$ cat src/rtl/serial_pattern_tx.sv
// Serial pattern transmitter: shifts a parallel pattern out MSB-first, optionally repeated,
// and runs a Moore "two-or-more consecutive ones" model on the transmitted bits.
module serial_pattern_tx #(
    parameter int WIDTH    = 8,
    parameter int REPEAT_W = 4
) (
    input  logic                clk,
    input  logic                rst,
    input  logic                in_valid,
    output logic                in_ready,
    input  logic [WIDTH-1:0]    in_data,
    input  logic [REPEAT_W-1:0] in_repeat,
    output logic                tx_bit,
    output logic                tx_active,
    output logic                done,
    output logic                exp_det,
    output logic [7:0]          det_count,
    output logic [1:0]          fsm_state,
    output logic [1:0]          model_state
);

    localparam int CNT_W = (WIDTH > 1) ? $clog2(WIDTH) : 1;
    localparam logic [CNT_W-1:0] LAST_BIT = CNT_W'(WIDTH - 1);

    typedef enum logic [1:0] {
        IDLE  = 2'd0,
        SHIFT = 2'd1,
        GAP   = 2'd2
    } state_t;

    typedef enum logic [1:0] {
        M0 = 2'd0,
        M1 = 2'd1,
        M2 = 2'd2
    } model_t;

    state_t                state_q, state_d;
    model_t                model_q, model_d;
    logic [WIDTH-1:0]      shreg_q, shreg_d;
    logic [WIDTH-1:0]      pattern_q, pattern_d;
    logic [CNT_W-1:0]      bit_cnt_q, bit_cnt_d;
    logic [REPEAT_W-1:0]   rep_left_q, rep_left_d;
    logic                  tx_bit_q, tx_bit_d;
    logic                  done_q, done_d;
    logic [7:0]            det_count_q, det_count_d;
    logic                  handshake;
    logic                  det_rise;

    // Handshake: a transfer happens on a rising edge where in_valid and in_ready are both
    // high; in_ready is high only in IDLE, and in_data/in_repeat are sampled only then.
    assign handshake = in_valid && (state_q == IDLE);

    always_comb begin
        state_d    = state_q;
        shreg_d    = shreg_q;
        pattern_d  = pattern_q;
        bit_cnt_d  = bit_cnt_q;
        rep_left_d = rep_left_q;
        tx_bit_d   = 1'b0;
        done_d     = 1'b0;

        case (state_q)
            IDLE: begin
                if (handshake) begin
                    state_d    = SHIFT;
                    pattern_d  = in_data;
                    tx_bit_d   = in_data[WIDTH-1];
                    shreg_d    = {in_data[WIDTH-2:0], 1'b0};
                    bit_cnt_d  = LAST_BIT;
                    rep_left_d = in_repeat;
                end
            end
            SHIFT: begin
                if (bit_cnt_q == '0) begin
                    if (rep_left_q != '0) begin
                        state_d = GAP;
                    end else begin
                        state_d = IDLE;
                        done_d  = 1'b1;
                    end
                end else begin
                    tx_bit_d  = shreg_q[WIDTH-1];
                    shreg_d   = {shreg_q[WIDTH-2:0], 1'b0};
                    bit_cnt_d = bit_cnt_q - 1'b1;
                end
            end
            GAP: begin
                // The gap cycle itself drives zero; the reload puts the next copy's MSB
                // on the line in the following cycle.
                state_d    = SHIFT;
                rep_left_d = rep_left_q - 1'b1;
                tx_bit_d   = pattern_q[WIDTH-1];
                shreg_d    = {pattern_q[WIDTH-2:0], 1'b0};
                bit_cnt_d  = LAST_BIT;
            end
            default: begin
                state_d = IDLE;
            end
        endcase
    end

    always_comb begin
        model_d = M0;
        case (model_q)
            M0:      model_d = tx_bit_q ? M1 : M0;
            M1:      model_d = tx_bit_q ? M2 : M0;
            M2:      model_d = tx_bit_q ? M2 : M0;
            default: model_d = M0;
        endcase
    end

    // Counting on the model's next state keeps det_count aligned with exp_det.
    assign det_rise = (model_d == M2) && (model_q != M2);

    always_comb begin
        det_count_d = det_count_q;
        if (handshake) begin
            det_count_d = 8'd0;
        end else if (det_rise && (det_count_q != 8'hFF)) begin
            det_count_d = det_count_q + 8'd1;
        end
    end

    always_ff @(posedge clk or negedge rst) begin
        if (!rst) begin
            state_q     <= IDLE;
            model_q     <= M0;
            shreg_q     <= '0;
            pattern_q   <= '0;
            bit_cnt_q   <= '0;
            rep_left_q  <= '0;
            tx_bit_q    <= 1'b0;
            done_q      <= 1'b0;
            det_count_q <= 8'd0;
        end else begin
            state_q     <= state_d;
            model_q     <= model_d;
            shreg_q     <= shreg_d;
            pattern_q   <= pattern_d;
            bit_cnt_q   <= bit_cnt_d;
            rep_left_q  <= rep_left_d;
            tx_bit_q    <= tx_bit_d;
            done_q      <= done_d;
            det_count_q <= det_count_d;
        end
    end

    assign in_ready    = (state_q == IDLE);
    assign tx_active   = (state_q != IDLE);
    assign tx_bit      = tx_bit_q;
    assign done        = done_q;
    assign exp_det     = (model_q == M2);
    assign det_count   = det_count_q;
    assign fsm_state   = state_q;
    assign model_state = model_q;

endmodule

$ cat config.mk
export PLATFORM = sky130hd
export DESIGN_NAME = serial_pattern_tx
export DESIGN_NICKNAME = d
export VERILOG_FILES = /design/src/rtl/serial_pattern_tx.sv
export SDC_FILE = /design/constraint.sdc
export NUM_CORES = 1
export LEC_CHECK = 0
export CAP_MARGIN = 5
export CORE_ASPECT_RATIO = 0.7
export CORE_UTILIZATION = 30
export DETAILED_ROUTE_END_ITERATION = 16
export GPL_TIMING_DRIVEN = 0
export PLACE_DENSITY = 0.49
export SLEW_MARGIN = 10
export SYNTH_ARGS = -nofsm -noshare
export SYNTH_HDL_FRONTEND = slang
export SYNTH_SLANG_ARGS = --single-unit
$ cat constraint.sdc
create_clock -name clk -period 5.22 [get_ports clk]
set_input_delay 0.522 -clock clk [delete_from_list [all_inputs] [get_ports clk]]
set_output_delay 0.522 -clock clk [all_outputs]
set_load 0.1 [all_outputs]
==> flow_summary.ini, run 1 <==
[run_status]
status = completed

[grt]
grt_pass1_wl_mm = 7.20
grt_max_degree = 30
first_global_vias = 1414
grt_antenna_before_repair = 0
grt_overflow = 0
grt_usage_pct = 15.0

[pwr]
power.total_mw = 1.27
power_density_nw_per_um2 = 535
p_leak_nw = 1.04
ir_drop_mv = 0.202

[logic_synthesis]
yosys_warnings = 0
synth_compound_area_share_pct = 16.8
synth_edf_count = 0
syn_avg_cell_area_um2 = 9.32
synth_top_family_by_area = simple AND/OR/NAND/NOR gates
ys_seq_elements = 36
muxShareOfSynthArea_pct = 2.14
synth_top_area_cell = dfrtp_1
synth.distinct_cells = 38
syn_inst = 201
synth.top_cell.area_share_pct = 48.1
syn_nets = 228
yosys-top-cells-area = dfrtp_1 48%, nand2_1 8.6%, ha_1 8.0%, o21ai_0 5.9%, a22oi_1 2.8%
synthAdderAreaFrac_pct = 8.01
synthArstFlopShare_pct = 100
ys_seq_area_share_pct = 48.1
synth_simple_gate_area_share_pct = 20.4
syn_area_um2 = 1870
synth_xor_area_share_pct = 0.935
ys.flop_type = dfrtp_1

[route]
drtPass1Iterations = 5
wl_per_cell_um = 14.0
vias = 1556
drc_errors = 0
routed_via_density = 4.92
ant_nets = 0
drtIter0Drc = 81
drt_wl_total_mm = 4.43

[setup_path]
critPathKind = reg2out
r2r_end = bit_cnt_q[1]
crit_path_max_fanout = 8
endpoint_kind = output pin
worstPathRequired_ns = 4.70
crit_start = fsm_state[1]
reg2reg_slack_ns = 3.08
cp.arrival_ns = 2.38
reg2regPathDepth = 7
r2r_start = fsm_state[0]
cp-endpoint = tx_active
critPathLaunchType = flop

[flow_run]
maxCapViolCount = 0

[clocking]
cts_max_level = 2
clockRootBuffer = clkbuf_8
cts_made_buffers = 5
cts_tree = yes
cts_setup_buffers = 0
clock_latency_ns = 0.29
clkSinkCount = 36
cts_buffer_depth = 2
clkSlewWorstSetupHoldPaths_ns = 0.07
cts_hold_buf = 0
cts_resized = 0

[sta]
period_share_pct = 55.6
skew_ns = 0.00372
final-hold-violation-count = 0
final-setup-viol-count = 0
maxSlewHeadroom_pct = 35.0
worstMarginPinSlew_ns = 0.972
fin_setup_tns_ns = 0
final.min_clock_period_ns = 2.90
max_freq_mhz = 344
final_max_slew_viol_count = 0
rsz0062_at_grt = no

[die]
die_h_um = 68.1
row_count = 23
initial_core_util_pct = 31.9
fp.dieArea_um2 = 6570
core_um2 = 5870
die_w_um = 96.5
ios = 32

[placed_design]
place.gp.congestion = 0.740
io_buffer_count = 31
hpwlAfterDp_mm = 3.18

[final_layout]
final.fill_count = 624
ff_latch_area_um2 = 901
final_common_cell = nand2_1
syn_to_final_growth_pct = 27.2
multi_input_area_um2 = 905
layout-drive-gt1-share_pct = 4.56
antenna_cells = 0
nets = 267
final_cell_mix = 43 x nand2_1, 36 x dfrtp_1, 30 x clkdlybuf4s50_1, 22 x o21ai_0, 12 x ha_1

[worst_hold_path]
hp-class = in2async
sequential cells by signal, summed over array words and instances, names as in the netlist:
signal       flops
tx_bit           1
model_state      2
bit_cnt_q        3
shreg_q          7
fsm_state        2
det_count        8
pattern_q        8
done             1
rep_left_q       4
logic make-up after synthesis:
logic type,after synthesis
and+or+nand+nor,78
AOI/OAI and AO/OA,51
DFF,36
buffers and inverters,18
adders and majority gates,12
muxes,4
xor gates and xnor gates,2
layout make-up:
class,count,area share [%]
Buffer,8,1.31
Clock buffer,8,3.78
Inverter,10,1.57
Multi-Input combinational cell,147,38.0
Sequential cell,36,37.8
Tap cell,75,3.94
Timing Repair Buffer,32,13.6
how the worst min path moves through the flow:
stage / startpoint / slack [ns] / cells past startpoint / to
floorplan: rst / 0.23 / 0 / bit_cnt_q[0]
global placement: bit_cnt_q[0] / 0.46 / 1 / bit_cnt_q[0]
detailed placement: rst / 0.39 / 1 / det_count[1]
CTS: rst / 0.08 / 1 / det_count[1]
global route: rst / 0.08 / 1 / det_count[1]
finish: rst / 0.08 / 1 / det_count[1]
per-layer routing:
layer / GRT usage, % / vias to the layer above / wire [um]
met1: 22.9 / 735 / 2380
met5: 0 / - / 0
li1: - / 787 / -
met2: 20.1 / 28 / 1840
met4: 6.07 / 0 / 57
met3: 3.33 / 6 / 156
stage by stage:
| step | setup WS, ns | area (um2) | utilization (%) | instances | hold WS, ns |
|---|---|---|---|---|---|
| 6_report | 2.32 | 2380 | 40.6 | 316 | 0.0816 |
| 4_1_cts | 2.27 | 2380 | 40.6 | 316 | 0.0774 |
| 3_5_place_dp | 2.61 | 2290 | 39.1 | 308 | 0.394 |
| 2_1_floorplan | 1.82 | 1870 | - | 201 | 0.226 |
| 3_3_place_gp | 2.60 | 2280 | 38.8 | 307 | 0.462 |
| 5_1_grt | 2.17 | 2380 | 40.6 | 316 | 0.0787 |
power by group:
group	internal, mW	switching, mW	total [mW]
clock	0.108	0.0983	0.206
combinational	0.186	0.434	0.621
sequential	0.376	0.0710	0.448
critical path, stage by stage (launching register included):
cell	delay, ns
dfrtp_1	0.46
inv_1	0.09
ha_1	0.27
inv_1	0.13
clkdlybuf4s50_1	1.14
Yosys cell counts, types with 2 or more instances:
cell / n
a21oi_1: 8
a22oi_1: 7
and2_1: 3
clkbuf_1: 7
dfrtp_1: 36
ha_1: 12
inv_1: 10
mux2i_1: 4
nand2_1: 43
nand2b_1: 2
nand3_1: 5
nand3b_1: 3
nand4_1: 2
nor2_1: 4
nor2b_1: 2
o21ai_0: 22
o22a_1: 2
o22ai_1: 2
o31ai_1: 4
or3_1: 4
or4_1: 2
No activity file was read; power rests on OpenSTA's default activity.
==> run 2: changes to the inputs <==
- PLACE_DENSITY: 0.49 -> 0.51
- clock period: 5.22 -> 2.4 ns (I/O delays scaled with it)
==> flow_summary.ini, run 2 (synthesis results as in run 1) <==
[run_status]
status = completed

[setup_path]
worst-path-buf-inv = 2
cp_slowest_stage_delay_ns = 1.12
path_cells = inv_1 > ha_4 > clkdlybuf4s50_1
critPathKind = reg2out
crit_slowest_cell = clkdlybuf4s50_1
path_delay_family = buffers and inverters
endpoint_kind = output pin
worstPathRequired_ns = 2.16
crit_path_max_fanout = 3
critPathLaunchType = flop
cp.arrival_ns = 2.08

[placed_design]
io_buffer_count = 31
dp_slack_ns = 0.201
place.gp.congestion = 0.716
hpwlAfterDp_mm = 3.16

[clocking]
clkSinkCount = 36
cts_max_level = 2
cts_buffer_depth = 2
clock_latency_ns = 0.29
clockRootBuffer = clkbuf_8
clkSlewWorstSetupHoldPaths_ns = 0.08
cts_tree = yes
cts_made_buffers = 5

[grt]
grt_overflow = 0
grt_usage_pct = 15.7
grt_pass1_wl_mm = 7.56
grt_antenna_before_repair = 0
first_global_vias = 1456
grt_max_degree = 31

[flow_run]
maxCapViolCount = 0

[sta]
final-setup-viol-count = 0
final-hold-violation-count = 0
final.min_clock_period_ns = 2.32
maxSlewHeadroom_pct = 35.5
rsz0062_at_grt = no
worstMarginPinSlew_ns = 0.964
period_share_pct = 96.7
final_max_slew_viol_count = 0
max_freq_mhz = 431
setup_slack_ns = 0.0797
skew_ns = 0.00600

[die]
ios = 32
initial_core_util_pct = 31.9
die_h_um = 68.1
core_um2 = 5870
die_w_um = 96.5
row_count = 23
fp.dieArea_um2 = 6570

[final_layout]
nets = 268
layout-drive-gt1-share_pct = 9.09
syn_to_final_growth_pct = 30.8
antenna_cells = 0
final_common_cell = nand2_1
final.fill_count = 605
final_cell_mix = 43 x nand2_1, 32 x dfrtp_1, 28 x clkdlybuf4s50_1, 22 x o21ai_0, 10 x ha_1

[route]
drtIter0Drc = 80
drtPass1Iterations = 5
drt_wl_total_mm = 4.45
drc_errors = 0
wl_per_cell_um = 14.1
routed_via_density = 4.99
vias = 1581
ant_nets = 0

[worst_hold_path]
hp-class = in2async

[pwr]
power_density_nw_per_um2 = 1180
power.total_mw = 2.90
p_leak_nw = 1.04
ir_drop_mv = 0.465
run 2: cell types whose count changed in the layout (fill, tap and decap cells not counted), sizes merged:
cell	before	now
bufinv	0	1
clkbuf	15	12
clkdlybuf4s50	30	28
clkinv	0	1
clkinvlp	0	2
dlygate4sd2	0	2
dlygate4sd3	0	1
inv	10	9
run 2: path summary, 6_finish.rpt:
check	startpoint	end	slack, ns	cells after the start
max in group asynchronous	rst	model_state[0]	1.66	3
hold / removal	rst	shreg_q[4]	0.32	2
setup reg to reg	fsm_state[0]	bit_cnt_q[1]	0.24	7
setup / recovery	model_state[0]	exp_det	0.08	3
hold reg to reg	bit_cnt_q[0]	bit_cnt_q[0]	0.47	1
min in group clk	bit_cnt_q[0]	bit_cnt_q[0]	0.47	1
run 2: cell type report:
cell class,instances,area (um2),area share (%)
repair buffers,33,333,13.6
well taps,75,93.8,3.83
clock buffers,5,68.8,2.81
clock inverters,3,42.5,1.73
plain buffers,8,31.3,1.28
flip-flops and latches,36,906,36.9
multi-input cells,147,936,38.2
inverters,10,41.3,1.68
run 2: what timing repair did:
action                                  in CTS  in global routing
hold endpoints to repair                     6                  0
hold buffers                                 1                  0
setup buffers                                0                  0
endpoints found under the setup margin       2                  0
resized for setup                            2                  0
run 2: per-stage QoR:
stage	area [um2]	hold slack (ns)	cells	util, %	TNS, ns
floorplan	1910	-0.0556	201	-	-0.00561
global placement	2320	0.463	307	39.5	0
detailed placement	2330	0.0996	308	39.7	0
CTS	2450	0.312	317	41.8	0
global route	2450	0.340	317	41.8	0
finish	2450	0.317	317	41.8	0
run 2: report_power, final:
group,internal (mW),switching (mW),total (mW)
sequential,0.822,0.155,0.978
clock,0.308,0.231,0.538
combinational,0.421,0.965,1.39
run 2: per-layer routing:
layer	up-vias	GRT usage [%]	part of all wire (%)
met5	-	0	0
met2	33	22.2	43
met3	2	3.78	4.0
met1	759	23.5	52
met4	0	4.41	0.43
li1	787	-	-
==> edit 1: new RTL, settings of run 2 <==
Reset style: synchronous (`rst`), changed in one clocked block.
--- a/src/rtl/serial_pattern_tx.sv
+++ b/src/rtl/serial_pattern_tx.sv
@@ -122,5 +122,5 @@
     end
 
-    always_ff @(posedge clk or negedge rst) begin
+    always_ff @(posedge clk) begin
         if (!rst) begin
             state_q     <= IDLE;
Formal check against the unedited RTL: differs if rst is asserted again (counterexample within 4 cycles, from zero or initial values and one cycle with rst low); with rst held inactive, the same outputs for 10 cycles.
==> edit 1 against run 2 <==
  * Setup slack gained 81 ps
  * Fmax grew 3.6%
  * Wire length shrank 2.4%
  * Worst hold slack gained 140 ps
  * Cell count grew 1.6%
  * Sequential cell count is the same
  * Global-route usage grew 0.37 points
  * Final area shrank 7.4%
  * Largest cell class unchanged
  * Highest routed layer unchanged
  * Clock skew is essentially flat
  * Synthesized area shrank 5.9%
Power is not compared: it rests on default switching activity, and its combinational part moved more than twofold at a synthesized area within 25%.
==> edit 1: results (changes against run 2) <==
met1 GRT Util = 23.58% (+0.13 points)
gpl congestion = 0.7431 (+3.8%)
initial antenna violation count = 0 (unchanged)
Fill cells = 572 (-5.5%)
reg-to-reg endpoint = shreg_q[6]
Crit Path Max Fanout = 3 (unchanged)
Synth Area in Adders = 7.801% (-0.21 points)
most instantiated cells after synthesis = dfxtp_1 (36), nand2_1 (34), a21oi_1 (26), inv_1 (13), ha_1 (11)
final design utilization = 41.64% (-0.13 points)
top post-synthesis cells by area = dfxtp_1 (41%), ha_1 (7.8%), a21oi_1 (7.4%)
GR Util met3 = 3.448% (-0.33 points)
first-pass GRT wire length = 7445 um (-1.5%)
HPWL after detailed placement = 3144 um (-0.58%)
top_reg_cell synth = dfxtp_1
final hold slack = 457.7 ps (+140.7 ps)
hold endpoint = pattern_q[5]
Post-Synth XOR/XNOR Area = 0.4965% (-0.44 points)
Net Count, Synth = 237 (+3.9%)
CP peak stage delay = 1130 ps
hold crit path type = flop to flop
proportion of layout cells with a drive suffix above 1 = 7.200% (-1.9 points)
worst r2r src = fsm_state[0]
Synth cell types = 42 (+11%)
relative slew slack = 34.73% (-0.77 points)
largest net degree at the start of global routing = 11 (-65%)
Post-layout nets = 275 (+2.6%)
Worst R2R Path Depth = 8 (+1)
CTS H-tree lvls = 2 (unchanged)
worst clock skew = 5.628 ps (-0.3725 ps)
detailed-route vias per instance = 4.898 (-1.8%)
Total GRT Usage = 16.04% (+0.37 points)
GR Util met2 = 22.43% (+0.24 points)
Yosys warnings = 0 (unchanged)
number of global-route vias before repair = 1473 (+1.2%)
total wire length = 4346 um (-2.4%)
Hold Path Depth = 2
Buffers on Ports = 31 (unchanged)
CP arrival = 2000 ps (-80 ps)
Detailed Route Iter0 Violations = 51 (-36%)
Clk Latency, worst-skew pair = 290 ps (about the same)
fraction of synthesized area in multiplexers = 1.986% (-0.15 points)
asr flop ratio synth = 0% (-100 points)
outcome = finished, final reports clean
r2r setup slk = 400 ps (+160 ps)
1st-pass router iterations = 4 (-1)
Seq/Total Area, Yosys = 40.85% (-7.2 points)
Synth Area in Compound Gates = 22.06% (+5.3 points)
-- edit 1: cell type report --
cell class	count	share of cell area, %
Multi-Input combinational cell	153	42.17
Sequential cell	36	31.97
Timing Repair Buffer	31	13.89
Clock buffer	8	3.969
Tap cell	72	3.969
Inverter	13	2.150
Buffer	9	1.874
-- edit 1: through the flow --
step | setup WS, ps | power [uW] | cells | instance area (um2)
floorplan | 20.90 | 893.5 | 211 | 1774
global placement | 337.8 | 983.9 | 314 | 2175
detailed placement | 341.4 | 985.0 | 314 | 2175
CTS | 15.01 | 1435 | 322 | 2265
global route | 64.87 | 1498 | 322 | 2270
finish | 161.0 | 1410 | 322 | 2270
-- edit 1: logic make-up after synthesis --
kind of cell | after synthesis
buffers and inverters | 22
and+or+nand+nor | 76
adders and majority gates | 11
xor gates and xnor gates | 1
DFF | 36
AOI/OAI and AO/OA | 62
muxes | 3
-- edit 1: routing by layer --
layer / routed length, um / vias up / share of wire [%]
li1: - / 825 / -
met1: 2353 / 707 / 54
met5: 0 / - / 0
met4: 72 / 0 / 1.7
met2: 1675 / 38 / 39
met3: 245 / 7 / 5.6
-- edit 1: power breakdown --
| part | internal, uW | switching (uW) | total (uW) |
|---|---|---|---|
| Combinational | 112 | 196 | 308 |
| Sequential | 639 | 22.5 | 661 |
| Clock | 234 | 207 | 441 |
-- edit 1: worst max-delay path by stage --
| stage | start | endpoint | cells after the start |
|---|---|---|---|
| floorplan | fsm_state[0] | shreg_q[1] | 7 |
| global placement | fsm_state[0] | tx_active | 4 |
| detailed placement | fsm_state[0] | tx_active | 4 |
| CTS | fsm_state[0] | tx_active | 4 |
| global route | model_state[0] | exp_det | 3 |
| finish | model_state[0] | exp_det | 3 |
-- edit 1: what timing repair did --
action	CTS	global route
setup endpoints to repair	0	2
hold buffers	0	0
resized for setup	0	2
-- edit 1: tightest hold or removal path, delay by kind of cell, from the launching register on --
family           cells  cell delay, ps
flip-flops           1             310
AND/OR/NAND/NOR      1              50
AO/OA/AOI/OAI        1              50
==> edit 2: new RTL, flow settings as in run 2 <==
Made on the original files. Set the parameter `REPEAT_W` to 6 (it was 4).
--- a/src/rtl/serial_pattern_tx.sv
+++ b/src/rtl/serial_pattern_tx.sv
@@ -3,5 +3,5 @@
 module serial_pattern_tx #(
     parameter int WIDTH    = 8,
-    parameter int REPEAT_W = 4
+    parameter int REPEAT_W = 6
 ) (
     input  logic                clk,
Ports: changed (resized in_repeat); port bits go from 32 to 34. No check against the original RTL was run, so the function may have changed too.
==> edit 2 against run 2 <==
  * Clock power fell by 14%
  * Setup slack improved by 170 ps
  * Final area grew 7.2%
  * Sequential cell count rose by 2
  * Core utilization down 0.65 points
  * Power is 2.1% higher
  * Via count is 8.7% higher
  * Wire length grew 12%
  * Synthesized area is 9.0% higher
==> edit 2: results (changes against run 2) <==
placed cells = 350 (+14%)
final cell count without fillers = 359 (+13%)
Buffers on Ports = 33 (+6.5%)
Detailed Route Iter0 Violations = 84 (+5.0%)
Post-layout nets = 297 (+11%)
Worst path slowest cell = clkdlybuf4s50_1
antenna fix cells = 0 (unchanged)
CP delay by family, top = buffers and inverters
Clk Latency, worst-skew pair = 290 ps (about the same)
total wire length = 5001 um (+12%)
VDD IR max = 0.3742 mV (-19%)
initial antenna violation count = 0 (unchanged)
proportion of layout cells with a drive suffix above 1 = 9.701% (+0.61 points)
post-synthesis cell count = 225 (+12%)
Leak Pwr = 0.001156 uW (+11%)
Seq/Total Area, Yosys = 46.54% (-1.5 points)
CTS H-tree lvls = 2 (unchanged)
clk buf depth = 2 (unchanged)
worst clock skew = 5.951 ps (-0.04966 ps)
outcome = finished, final reports clean
TritonCTS Buffers = 5 (unchanged)
vias = 1719 (+8.7%)
1st-pass router iterations = 4 (-1)
largest net degree at the start of global routing = 21 (-32%)
Net Count, Synth = 255 (+12%)
gpl congestion = 0.7887 (+10%)
HPWL after detailed placement = 3610 um (+14%)
r2r setup slk = 280 ps (+40 ps)
maximum clock rate = 465.9 MHz (+8.1%)
top post-synthesis cells by area = dfrtp_1 (47%), ha_1 (8.0%), nand2_1 (7.7%)
CP peak stage delay = 1170 ps (+50 ps)
first-pass GRT wire length = 8459 um (+12%)
CP arrival = 1910 ps (-170 ps)
dpl ws = 58.28 ps (-142.9 ps)
Total GRT Usage = 15.60% (-0.075 points)
final hold slack = 446.4 ps (+129.4 ps)
asr flop ratio synth = 100.0% (unchanged)
hold crit path type = input port to async pin
clk slew on worst S/H paths = 80 ps (about the same)
Worst-Margin Slew = 970.0 ps (+5.496 ps)
Post-synth EDFFs = 0 (unchanged)
Synth cell types = 36 (-5.3%)
Fill cells = 641 (+6.0%)
most instantiated cells after synthesis = nand2_1 (42), dfrtp_1 (38), o21ai_0 (22), inv_1 (15), ha_1 (13)
Root Buffer = clkbuf_8
Yosys warnings = 0 (unchanged)
Crit Path Max Fanout = 7 (+4)
edit 2: worst paths after layout:
kind	from	end	cells after the start
worst min register to register	pattern_q[7]	pattern_q[7]	2
min in group clk	pattern_q[7]	pattern_q[7]	2
max in group asynchronous	rst	det_count[0]	3
worst max register to register	fsm_state[0]	rep_left_q[4]	7
worst min-delay path	rst	rep_left_q[3]	2
worst max-delay path	det_count[2]	det_count[2]	1
edit 2: repair_timing:
action,4_1_cts,5_1_grt
setup endpoints to repair,2,2
endpoints found under the hold margin,19,0
hold buffers,1,0
setup buffers,0,0
gates resized for setup,2,3
edit 2: final cells by class:
type	instances	area (um2)	area share, %
clock buffers	7	86.33	3.283
flip-flops and latches	38	954.7	36.30
multi-input cells	162	998.5	37.96
repair buffers	35	359.1	13.65
well taps	91	113.9	4.329
plain buffers	10	52.55	1.998
clock inverters	1	5.005	0.1903
inverters	15	60.06	2.284
edit 2: per-stage QoR:
step | util (%) | TNS, ps | instance area [um2]
after global routing | 41.12 | 0 | 2630
after global placement | 39.24 | -381.3 | 2510
after detailed placement | 39.59 | 0 | 2532
final | 41.12 | 0 | 2630
after CTS | 41.14 | 0 | 2631
after floorplan | - | -110.2 | 2066
edit 2: cell families after synthesis:
kind of cell / share of synthesized area (%)
xor gates and xnor gates: 0.8575
and+or+nand+nor: 19.60
DFF: 46.54
muxes: 1.960
AOI/OAI and AO/OA: 17.76
buffers and inverters: 5.327
adders and majority gates: 7.961
edit 2: power by group:
group	leakage (uW)	switching [uW]	total (uW)	internal, uW
Sequential	0.000470	163	1030	869
Combinational	0.000638	1020	1470	451
Clock	0.0000482	232	464	232
edit 2: per-layer routing:
metal  track usage [%]  wire length [um]  up-vias
li1                  -                 -      875
met1             23.14              2700      811
met2             22.15              2072       31
met3             4.447               208        2
met4             3.865                19        0
met5                 0                 0        -
